[src/rtl/ovf_cmd_tx_if.sv]
// Request/transmit/status bundle between a command source and ovf_cmd_tx.
// The master modport is the request side; the slave modport is the encoder itself.
interface ovf_cmd_tx_if;
   logic        req_v;
   logic [1:0]  req_sel;
   logic [15:0] req_d;
   logic        req_rdy;
   logic [7:0]  tx_d;
   logic        tx_v;
   logic        tx_rdy;
   logic        ovf;
   logic        ovf_clr;
   logic        err;
   logic [7:0]  frm_cnt;

   modport master (
      output req_v, req_sel, req_d, tx_rdy, ovf_clr,
      input  req_rdy, tx_d, tx_v, ovf, err, frm_cnt
   );

   modport slave (
      input  req_v, req_sel, req_d, tx_rdy, ovf_clr,
      output req_rdy, tx_d, tx_v, ovf, err, frm_cnt
   );
endinterface

[src/rtl/ovf_cmd_tx.sv]
// Register-write command encoder: turns one accepted request into a header byte plus 1-2 payload bytes.
// Define OVF_SAT_EN to saturate overflowing values to the field maximum instead of truncating them.
module ovf_cmd_tx #(
   parameter logic [2:0] OPC = 3'h1
) (
   input logic         clk,
   input logic         rst,
   ovf_cmd_tx_if.slave bus
);

   typedef enum logic [1:0] {IDLE, HDR, P0, P1} state_t;

   localparam logic [1:0] SEL_R8  = 2'd0;
   localparam logic [1:0] SEL_R4  = 2'd1;
   localparam logic [1:0] SEL_RC  = 2'd2;
   localparam logic [1:0] SEL_INV = 2'd3;

   state_t      state_q, state_d;
   logic [1:0]  sel_q;
   logic [11:0] val_q;
   logic        ovfReq_q;
   logic        ovf_q;
   logic        err_q;
   logic [7:0]  frmCnt_q;

   logic        accept;
   logic        validAccept;
   logic        txFire;
   logic        lastByte;
   logic        reqOvf;
   logic [11:0] fieldVal;
   logic [1:0]  nbm1;

   assign accept      = bus.req_v && (state_q == IDLE);
   assign validAccept = accept && (bus.req_sel != SEL_INV);
   assign txFire      = (state_q != IDLE) && bus.tx_rdy;
   assign lastByte    = (state_q == P1) || ((state_q == P0) && (sel_q != SEL_RC));
   assign nbm1        = (sel_q == SEL_RC) ? 2'b01 : 2'b00;

   // Overflow detection looks at bits above the selected field; the stored value is already trimmed to the field.
   always_comb begin
      reqOvf   = 1'b0;
      fieldVal = 12'h000;
      case (bus.req_sel)
         SEL_R8: begin
            reqOvf   = |bus.req_d[15:8];
            fieldVal = {4'h0, bus.req_d[7:0]};
`ifdef OVF_SAT_EN
            if (reqOvf) fieldVal = 12'h0FF;
`endif
         end
         SEL_R4: begin
            reqOvf   = |bus.req_d[15:4];
            fieldVal = {8'h00, bus.req_d[3:0]};
`ifdef OVF_SAT_EN
            if (reqOvf) fieldVal = 12'h00F;
`endif
         end
         SEL_RC: begin
            reqOvf   = |bus.req_d[15:12];
            fieldVal = bus.req_d[11:0];
`ifdef OVF_SAT_EN
            if (reqOvf) fieldVal = 12'hFFF;
`endif
         end
         default: begin
            reqOvf   = 1'b0;
            fieldVal = 12'h000;
         end
      endcase
   end

   always_ff @(posedge clk or posedge rst) begin
      if (rst) state_q <= IDLE;
      else     state_q <= state_d;
   end

   // Each byte only advances on a sink handshake; RC frames take the extra P1 byte.
   always_comb begin
      state_d = state_q;
      case (state_q)
         IDLE: if (validAccept) state_d = HDR;
         HDR:  if (bus.tx_rdy)  state_d = P0;
         P0:   if (bus.tx_rdy)  state_d = (sel_q == SEL_RC) ? P1 : IDLE;
         P1:   if (bus.tx_rdy)  state_d = IDLE;
         default:               state_d = IDLE;
      endcase
   end

   always_comb begin
      bus.req_rdy = 1'b0;
      bus.tx_v    = 1'b0;
      bus.tx_d    = 8'h00;
      case (state_q)
         IDLE: bus.req_rdy = 1'b1;
         HDR: begin
            bus.tx_v = 1'b1;
            bus.tx_d = {ovfReq_q, nbm1, sel_q, OPC};
         end
         P0: begin
            bus.tx_v = 1'b1;
            bus.tx_d = (sel_q == SEL_R4) ? {4'h0, val_q[3:0]} : val_q[7:0];
         end
         P1: begin
            bus.tx_v = 1'b1;
            bus.tx_d = {4'h0, val_q[11:8]};
         end
         default: bus.req_rdy = 1'b0;
      endcase
   end

   always_ff @(posedge clk or posedge rst) begin
      if (rst) begin
         sel_q    <= SEL_R8;
         val_q    <= 12'h000;
         ovfReq_q <= 1'b0;
      end else if (validAccept) begin
         sel_q    <= bus.req_sel;
         val_q    <= fieldVal;
         ovfReq_q <= reqOvf;
      end
   end

   // A same-cycle set beats the clear so an overflow is never lost.
   always_ff @(posedge clk or posedge rst) begin
      if (rst) begin
         ovf_q <= 1'b0;
      end else if (validAccept && reqOvf) begin
         ovf_q <= 1'b1;
      end else if (bus.ovf_clr) begin
         ovf_q <= 1'b0;
      end
   end

   always_ff @(posedge clk or posedge rst) begin
      if (rst) begin
         err_q <= 1'b0;
      end else if (accept && (bus.req_sel == SEL_INV)) begin
         err_q <= 1'b1;
      end
   end

   always_ff @(posedge clk or posedge rst) begin
      if (rst) begin
         frmCnt_q <= 8'h00;
      end else if (txFire && lastByte) begin
         frmCnt_q <= frmCnt_q + 8'h01;
      end
   end

   assign bus.ovf     = ovf_q;
   assign bus.err     = err_q;
   assign bus.frm_cnt = frmCnt_q;

endmodule

[src/flat_wrapper.sv]
// flat-port wrapper written by rule: the top's interface ports become plain ports
module ovf_cmd_tx_flat 
#(
   parameter logic [2:0] OPC = 3'h1
)
  (clk, rst, bus_req_v, bus_req_sel, bus_req_d, bus_tx_rdy, bus_ovf_clr, bus_req_rdy, bus_tx_d, bus_tx_v, bus_ovf, bus_err, bus_frm_cnt);
  ovf_cmd_tx_if bus_i ();
  input logic clk;
  input logic rst;
  input wire logic [$bits(bus_i.req_v)-1:0] bus_req_v;
  input wire logic [$bits(bus_i.req_sel)-1:0] bus_req_sel;
  input wire logic [$bits(bus_i.req_d)-1:0] bus_req_d;
  input wire logic [$bits(bus_i.tx_rdy)-1:0] bus_tx_rdy;
  input wire logic [$bits(bus_i.ovf_clr)-1:0] bus_ovf_clr;
  output wire logic [$bits(bus_i.req_rdy)-1:0] bus_req_rdy;
  output wire logic [$bits(bus_i.tx_d)-1:0] bus_tx_d;
  output wire logic [$bits(bus_i.tx_v)-1:0] bus_tx_v;
  output wire logic [$bits(bus_i.ovf)-1:0] bus_ovf;
  output wire logic [$bits(bus_i.err)-1:0] bus_err;
  output wire logic [$bits(bus_i.frm_cnt)-1:0] bus_frm_cnt;
  assign bus_i.req_v = bus_req_v;
  assign bus_i.req_sel = bus_req_sel;
  assign bus_i.req_d = bus_req_d;
  assign bus_i.tx_rdy = bus_tx_rdy;
  assign bus_i.ovf_clr = bus_ovf_clr;
  assign bus_req_rdy = bus_i.req_rdy;
  assign bus_tx_d = bus_i.tx_d;
  assign bus_tx_v = bus_i.tx_v;
  assign bus_ovf = bus_i.ovf;
  assign bus_err = bus_i.err;
  assign bus_frm_cnt = bus_i.frm_cnt;
  ovf_cmd_tx #(.OPC(OPC)) u_core (.clk(clk), .rst(rst), .bus(bus_i));
endmodule
[config.mk]
export PLATFORM = sky130hd
export DESIGN_NAME = ovf_cmd_tx_flat
export DESIGN_NICKNAME = d
export VERILOG_FILES = /design/src/rtl/ovf_cmd_tx_if.sv /design/src/rtl/ovf_cmd_tx.sv /design/src/flat_wrapper.sv
export SDC_FILE = /design/constraint.sdc
export NUM_CORES = 1
export LEC_CHECK = 0
export ABC_AREA = 0
export BUFFER_PORTS_ARGS = -buffer_cell sky130_fd_sc_hd__clkbuf_2
export CAP_MARGIN = 15
export CORE_MARGIN = 2
export CORE_UTILIZATION = 53
export DETAILED_ROUTE_END_ITERATION = 16
export HOLD_SLACK_MARGIN = 0.02
export PLACE_DENSITY = 0.92
export SLEW_MARGIN = 15
export SYNTH_ARGS = -nofsm -noshare
export SYNTH_HDL_FRONTEND = slang
export SYNTH_SLANG_ARGS = --single-unit
[constraint.sdc]
create_clock -name clk -period 4.2 [get_ports clk]
set_clock_uncertainty 0.2 [all_clocks]
set_input_delay 0.21 -clock clk [delete_from_list [all_inputs] [get_ports clk]]
set_output_delay 0.21 -clock clk [all_outputs]
set_load 0.01 [all_outputs]
## Word-level counts from Yosys, hierarchy flattened

Cells that the tools add are included.

- Register bits after elaboration: 27
- Output and inout port bits: 20
- Input port bits: 23
- Word-level logic and storage cells: 54

- Equal/unequal tests: 14
- $add $sub $neg: 1
- Reductions and logical operators: 17
- Multiplexer cells: 15

Operators with widths:

| cell | number |
|---|---|
| $pmux W12 S3 | 1 |
| $pmux W8 S3 | 1 |
| $reduce_or A12 Y1 | 1 |
| $eq A2 B2 Y1 const B | 5 |
| $mux W2 | 5 |
| $ne A2 B2 Y1 const B | 5 |
| $add A8 B1 Y8 const B | 1 |
| $mux W8 | 1 |
| $pmux W2 S4 | 1 |
| $reduce_or A8 Y1 | 1 |
| $logic_and A1 B1 Y1 | 7 |
| $eq A2 B1 Y1 const B | 3 |
| $mux W1 | 5 |
| $logic_not A2 Y1 | 2 |
| $reduce_and A4 Y1 | 1 |
| $reduce_bool A2 Y1 | 2 |
| $reduce_or A4 Y1 | 1 |
| $pmux W1 S3 | 1 |
| $reduce_or A3 Y1 | 1 |
| $ne A2 B1 Y1 const B | 1 |
| $logic_or A1 B1 Y1 | 1 |

## Longest topological paths before layout

Gate-level depths: netlist of the first run.

- Word-level depth: 5
- Gate-level depth with buffers: 4
- Depth with buffers taken out: 4

## Worst setup path before layout of the first run

OpenSTA, ideal clock, no wires.

- Kind: register to output
- Start: reg u_core.state_q[0]
- End: out bus_tx_d[5]
- Path buffers: 1
- Stages on the path, launching flop included: 5
- Arrival time: 1.283 ns
- Data required time: 3.790 ns
- Slack: 2.507 ns
- Cells stage by stage: dfrtp_1 buf_2 nor2b_1 a21boi_0 a22o_1

- Cells in the longest elaborated chain, start to end: 2
- Elaborated cells between the ends (all ways): 4
- Classes of those cells: 3 x eq/ne; 1 x mux

RTL lines:

| item | RTL line | text |
|---|---|---|
| start: declaration | ovf_cmd_tx.sv:18 | `state_t state_q, state_d;` |
| start signal: assignment | ovf_cmd_tx.sv:75 | `else state_q <= state_d;` |
| $eq A2 B2 Y1 or $eq A2 B1 Y1 (tied branches) | ovf_cmd_tx.sv:94 | `case (state_q)` |
| $pmux W8 S3 (*) | ovf_cmd_tx.sv:94 |  |
| end: declaration | flat_wrapper.sv:16 | `output wire logic [$bits(bus_i.tx_d)-1:0] bus_tx_d;` |

Mark *: on every way between the ends. The rest lies on a longest branch, timed or not.

## Worst setup path in the final report of the first run

- Start: reg u_core.state_q[1]
- End: out bus_tx_d[6]

The elaborated chain is that of the path after synthesis.

==> run metrics, run 1 <==
Vert. Die Dim=~54 µm; Max VDD drop=0.450 mV; Tmin final=2.39 ns; flops & latches, synth=27; Final WS setup=1.81 ns; grt met3 use=0.0328; starting density of the core=0.550; wire length after detailed routing=approximately 3.2 mm; input/output buffers=42; Multi-input gate area=~640 µm²; M2 GR Usage=0.426; post-route ant nets=0; Clock Tree Buf Depth=2; Final GP Congestion=0.783; number of CTS-inserted buffers=3; Worst Path Required=roughly 3.8 ns; Post-Syn Instances=about 120; Switching Share=0.411; Reg clk slew, reported paths=0.15 ns; static leakage=0.857 nW; clock power share=0.109; TritonCTS Sinks=27; Clock Latency Late Sink=roughly 0.33 ns; largest net degree at the start of global routing=28; GR Util met1=0.299; # fillers=188; Yosys warnings=0; H-tree Lvls=1; first-pass GRT wire length=between 5 and 6 mm; RSZ-0062 raised after global routing=no; initial detailed-routing violation count=27; Logic pwr share=0.437; Cell Pwr Density=between 600 and 700 mW/mm²; grt total ovfl=0; Netlist Area Pre-Place=between 0.001 and 0.0015 mm²; FP Rows=18; via count=1194; Post-CTS Repair Setup Buffers=0; crit-path max FO=15; die area=between 0.002 and 0.003 mm²; highest-delay cell along the critical path=dfrtp_1; ys async rst share=1.00; Total Nets Final=approximately 210; CP Cell Sequence=nor2b_1 -> a21boi_0 -> and2_1 -> clkbuf_2; TritonRoute pass-1 iters=4; Avg Vias per Cell=about 5.7; Area Growth Syn to Fin=31.0%; Crit. End Element=output pin; layout cell share with drive strength beyond 1=0.326; slowest stage delay, CP=around 0.63 ns; initial antenna violation count=0; Cell variety after synth=39; Hold/Removal Path Class=input port to flop; Worst setup SP type=flop; global route hottest layer=met2; Resized cells post-CTS=0; register area share after synthesis=0.500; Max Cap Viol=0; cell family with most CP delay=flip-flops; vias in the first global route=around 1100; DIE WIDTH=~54 µm; register area=roughly 680 µm²; IO Pins=between 40 and 50; Core Util, Final=0.720; CTS tree=yes; core box area=0.00245 mm²; P_sw=about 0.00044 W; Pint=about 0.00063 W; Root Buffer=clkbuf_4; crit path buf inv count=1; syn nets=roughly 150; post-DR wirelength/cell=15.1 µm; drt drc=0; Synth Flop Type=dfrtp_1; Final TNS setup=0 ns; crit path DAT=between 1.5 and 2 ns; Least-Margin Pin Slew=between 1 and 1.5 ns; Post-synth EDFFs=0; outcome=complete, no violations; Final Hold Fails=0; Final Power=0.00107 W; Setup Viol. Count Final=0; synthesized area per cell=approximately 11 µm²; Hold-fix buffers, CTS=15; part of the power in registers=0.454; diode count=0; critical path class=flop to output pin; Pins Over Slew Limit=0; GR Util All Layers=0.243; FMAX=between 400 and 500 MHz; Worst slew margin=0.311; pre-CTS setup slack=about 2.2 ns; Final Cycle Share=0.568; DP HPWL=between 2 and 2.5 mm
[tightest hold or removal path: stages]
cell	delay, ns
clkbuf_2	0.09
a31oi_1	0.08
o21ai_0	0.16
[cell usage in the layout, fill, tap and decap left out, drive strengths merged]
master / count
a22o: 7
a311oi: 1
nand3: 3
dfrtp: 27
clkinvlp: 1
o21a: 1
xor2: 7
o22ai: 2
or4: 3
a32oi: 1
nand4: 2
or4b: 1
or3b: 1
ha: 1
a2111oi: 1
a211oi: 1
a32o: 1
a31oi: 4
nand2b: 1
nand2: 7
a21oi: 5
mux2i: 2
and2: 4
nor2: 7
mux2: 6
nor3b: 3
o21ai: 3
o21bai: 1
nor2b: 5
a21boi: 1
inv: 7
dlygate4sd3: 15
nor3: 2
nor4b: 2
clkbuf: 45
[cell families (layout without fill, tap and decap cells)]
group / count (synthesis) / after routing / share of synthesized area
muxes: 8 / 8 / 0.0649
buffers and inverters: 9 / 68 / 0.0269
xor gates and xnor gates: 7 / 7 / 0.0454
and+or+nand+nor: 41 / 41 / 0.196
DFF: 27 / 27 / 0.500
AOI/OAI and AO/OA: 29 / 29 / 0.158
adders and majority gates: 1 / 1 / 0.00927
[stage by stage]
| stage | hold slack, ns | area, µm² | instances |
|---|---|---|---|
| 3_3_place_gp | 0.246 | 1590 | 192 |
| 2_1_floorplan | 0.0627 | 1350 | 122 |
| 4_1_cts | 0.0334 | 1770 | 211 |
| 3_5_place_dp | 0.255 | 1590 | 192 |
| 6_report | 0.0335 | 1770 | 211 |
| 5_1_grt | 0.0772 | 1770 | 211 |
[synthesized netlist by cell type, types with 2 or more instances]
| cell type | n | area (µm²) |
|---|---|---|
| dfrtp_1 | 27 | 676 |
| inv_1 | 7 | 26.3 |
| xor2_1 | 7 | 61.3 |
| a22o_1 | 6 | 52.6 |
| mux2_2 | 6 | 67.6 |
| nand2_1 | 6 | 22.5 |
| nor2_1 | 6 | 22.5 |
| a21oi_1 | 5 | 25.0 |
| nor2b_1 | 5 | 31.3 |
| a31oi_1 | 4 | 25.0 |
| and2_1 | 4 | 25.0 |
| nand3_1 | 3 | 15.0 |
| o21ai_0 | 3 | 15.0 |
| buf_2 | 2 | 10.0 |
| mux2i_1 | 2 | 20.0 |
| nand4_1 | 2 | 12.5 |
| nor3_1 | 2 | 10.0 |
| nor4b_1 | 2 | 17.5 |
| o22ai_1 | 2 | 12.5 |
| or4_1 | 2 | 15.0 |
[final cells by class]
type	instances	share of cell area
tap	30	0.0212
clock inverter	1	0.00425
inverter	7	0.0149
timing repair buffer	57	0.204
multi-input combinational	86	0.361
clock buffer	3	0.0127
sequential	27	0.382
[power by group through the flow]
stage          logic, W  registers, W  clock network (W)
6_report       0.000469      0.000487           0.000118
5_1_grt        0.000524      0.000506           0.000130
4_1_cts        0.000471      0.000484           0.000119
3_5_place_dp   0.000458      0.000490                  0
3_3_place_gp   0.000438      0.000480                  0
2_1_floorplan  0.000321      0.000458                  0
[worst paths after layout]
kind,startpoint,to,slack [ns],cells past startpoint
max,u_core.state_q[1],bus_tx_d[6],1.81,4
min reg2reg,u_core.bus.frm_cnt[7],u_core.bus.frm_cnt[7],0.27,1
max in group asynchronous,rst,u_core.sel_q[0],2.75,3
max reg2reg,u_core.state_q[0],u_core.val_q[1],2.31,3
min in group asynchronous,rst,u_core.bus.frm_cnt[1],0.43,3
min,bus_req_d[9],u_core.val_q[9],0.03,3
[metal layers]
| layer | part of all wire | vias to the layer above |
|---|---|---|
| met5 | 0 | - |
| met3 | 0.049 | 6 |
| met4 | 0.023 | 0 |
| met2 | 0.48 | 51 |
| met1 | 0.44 | 571 |
| li1 | - | 566 |
[sequential cells by signal (all words and copies together), names as in the netlist]
| register | cells |
|---|---|
| u_core.bus.frm_cnt | 8 |
| u_core.sel_q | 2 |
| u_core.ovfReq_q | 1 |
| u_core.val_q | 12 |
| u_core.bus.ovf | 1 |
| u_core.bus.err | 1 |
| u_core.state_q | 2 |
Power figures use the tool's default switching activity.
==> run 2: changes to the inputs <==
CORE_UTILIZATION = 50   (was 53)
PLACE_DENSITY = 0.88   (was 0.92)
clock period = 2.2 ns   (was 4.2 ns; I/O delays follow)
==> run metrics, run 2 (synthesized netlist as in run 1, its figures left out) <==
Hold/Removal Path Class=input port to flop; Final Hold Fails=0; first-pass GRT wire length=between 5 and 6 mm; drt drc=0; Worst Path Required=1.89 ns; Pint=~0.0012 W; Max Cap Viol=0; slowest stage delay, CP=between 0.5 and 0.6 ns; Tmin final=2.07 ns; Cell Pwr Density=around 1100 mW/mm²; Setup Viol. Count Final=0; Final Cycle Share=0.943; critical path class=flop to output pin; reg2reg start=u_core.state_q[1]; wire length after detailed routing=3.31 mm; via count=1202; highest-delay cell along the critical path=dfrtp_2; Final GP Congestion=slightly below 0.8; initial antenna violation count=0; static leakage=0.875 nW; crit path buf inv count=1; Clock Tree Buf Depth=2; Switching Share=0.406; hold_sp=bus_req_v; layout cell share with drive strength beyond 1=0.335; H-tree Lvls=1; TritonRoute pass-1 iters=4; CTS tree=yes; GR Util All Layers=0.214; Max VDD drop=between 0.8 and 0.9 mV; FMAX=between 400 and 500 MHz; max reg flops=12; Area Growth Syn to Fin=33.5%; placed cell count=194; Pins Over Slew Limit=0; P_sw=~0.00084 W; FP Rows=18; post-route ant nets=0; Final TNS setup=0 ns; Root Buffer=clkbuf_4; crit path DAT=~1.8 ns; Biggest register=u_core.val_q; Vert. Die Dim=56.0 µm; crit-path max FO=14; Crit. End Element=output pin; commonest cells after routing, fill and taps aside=clkbuf_2 (42), dfrtp_1 (25), dlygate4sd3_1 (17); input/output buffers=42; Worst slew margin=0.710; IO Pins=43; Avg Vias per Cell=5.59; core box area=0.00252 mm²; cell family with most CP delay=flip-flops; clock power share=0.101; Clock Latency Late Sink=0.32 ns; CP Cell Sequence=nor2b_1 -> a21oi_1 -> o22ai_1 -> clkbuf_2; die area=roughly 0.0031 mm²; Reg clk slew, reported paths=roughly 0.14 ns; post-layout instance count excluding filler cells=between 200 and 250; starting density of the core=0.535; commonest non-fill, non-tap cell in the layout=clkbuf_2; number of CTS-inserted buffers=3; post-DR wirelength/cell=around 15 µm; DP HPWL=2.37 mm; outcome=complete, no violations; part of the power in registers=0.457; Worst setup SP type=flop; grt total ovfl=0; largest net degree at the start of global routing=28; TritonCTS Sinks=27; RSZ-0062 raised after global routing=no; initial detailed-routing violation count=31; Logic pwr share=0.443; Least-Margin Pin Slew=roughly 0.43 ns; diode count=0; DIE WIDTH=56.0 µm; Total Nets Final=210; vias in the first global route=~1200; CP startpoint=u_core.state_q[0]
-- run 2: changes by cell type in the layout (fill, tap and decap cells not counted), sizes merged --
| cell | previous run | this run |
|---|---|---|
| dlygate4sd3 | 15 | 17 |
| clkbuf | 45 | 46 |
| clkinvlp | 1 | 0 |
| buf | 0 | 2 |
-- run 2: worst paths after layout --
path,end,slack (ns),cells past startpoint
worst max-delay path,bus_tx_d[4],0.13,4
worst min-delay path,u_core.bus.ovf,0.03,3
worst max register to register,u_core.ovfReq_q,0.42,3
worst min register to register,u_core.bus.frm_cnt[7],0.27,1
max in group asynchronous,u_core.state_q[0],1.36,4
min in group asynchronous,u_core.val_q[0],0.16,4
-- run 2: layout make-up --
type,instances,area [µm²]
timing repair buffer,61,395
inverter,7,26.3
clock buffer,4,26.3
fill,189,721
sequential,27,678
multi-input combinational,86,638
tap,30,37.5
-- run 2: worst min-delay path: stages --
cell	delay [ns]
clkbuf_2	0.10
or4b_1	0.22
o21ai_0	0.10
-- run 2: timing repair --
item | in CTS | in global routing
setup endpoints to repair | 3 | 3
hold buffers | 17 | 0
setup buffers | 0 | 0
endpoints found under the hold margin | 45 | 0
gates resized for setup | 2 | 1
gates cloned | 0 | 0
-- run 2: power by group through the flow --
stage | sequential (W) | clock [W] | combinational, W
3_5_place_dp | 0.000942 | 0 | 0.000887
4_1_cts | 0.000935 | 0.000214 | 0.000917
3_3_place_gp | 0.000918 | 0 | 0.000847
6_report | 0.000943 | 0.000208 | 0.000915
2_1_floorplan | 0.000874 | 0 | 0.000613
5_1_grt | 0.000977 | 0.000238 | 0.000991
-- run 2: metrics by stage --
stage,hold slack (ns),total power [W],util,worst slack (ns),cell area (µm²)
after floorplan,-0.0373,0.00149,-,0.607,1350
after global placement,-0.0394,0.00176,0.635,0.416,1600
after detailed placement,-0.0344,0.00183,0.635,0.312,1600
after CTS,0.0250,0.00207,0.714,0.0640,1800
after global routing,0.0398,0.00221,0.714,0.00733,1800
final,0.0330,0.00207,0.714,0.125,1800
-- run 2: layer usage --
| metal | track usage | vias to the layer above | wire [µm] |
|---|---|---|---|
| met1 | 0.270 | 584 | 1430 |
| met4 | 0.0612 | 0 | 12 |
| met3 | 0.0372 | 2 | 191 |
| met2 | 0.375 | 43 | 1670 |
| met5 | 0 | - | 0 |
| li1 | - | 573 | - |
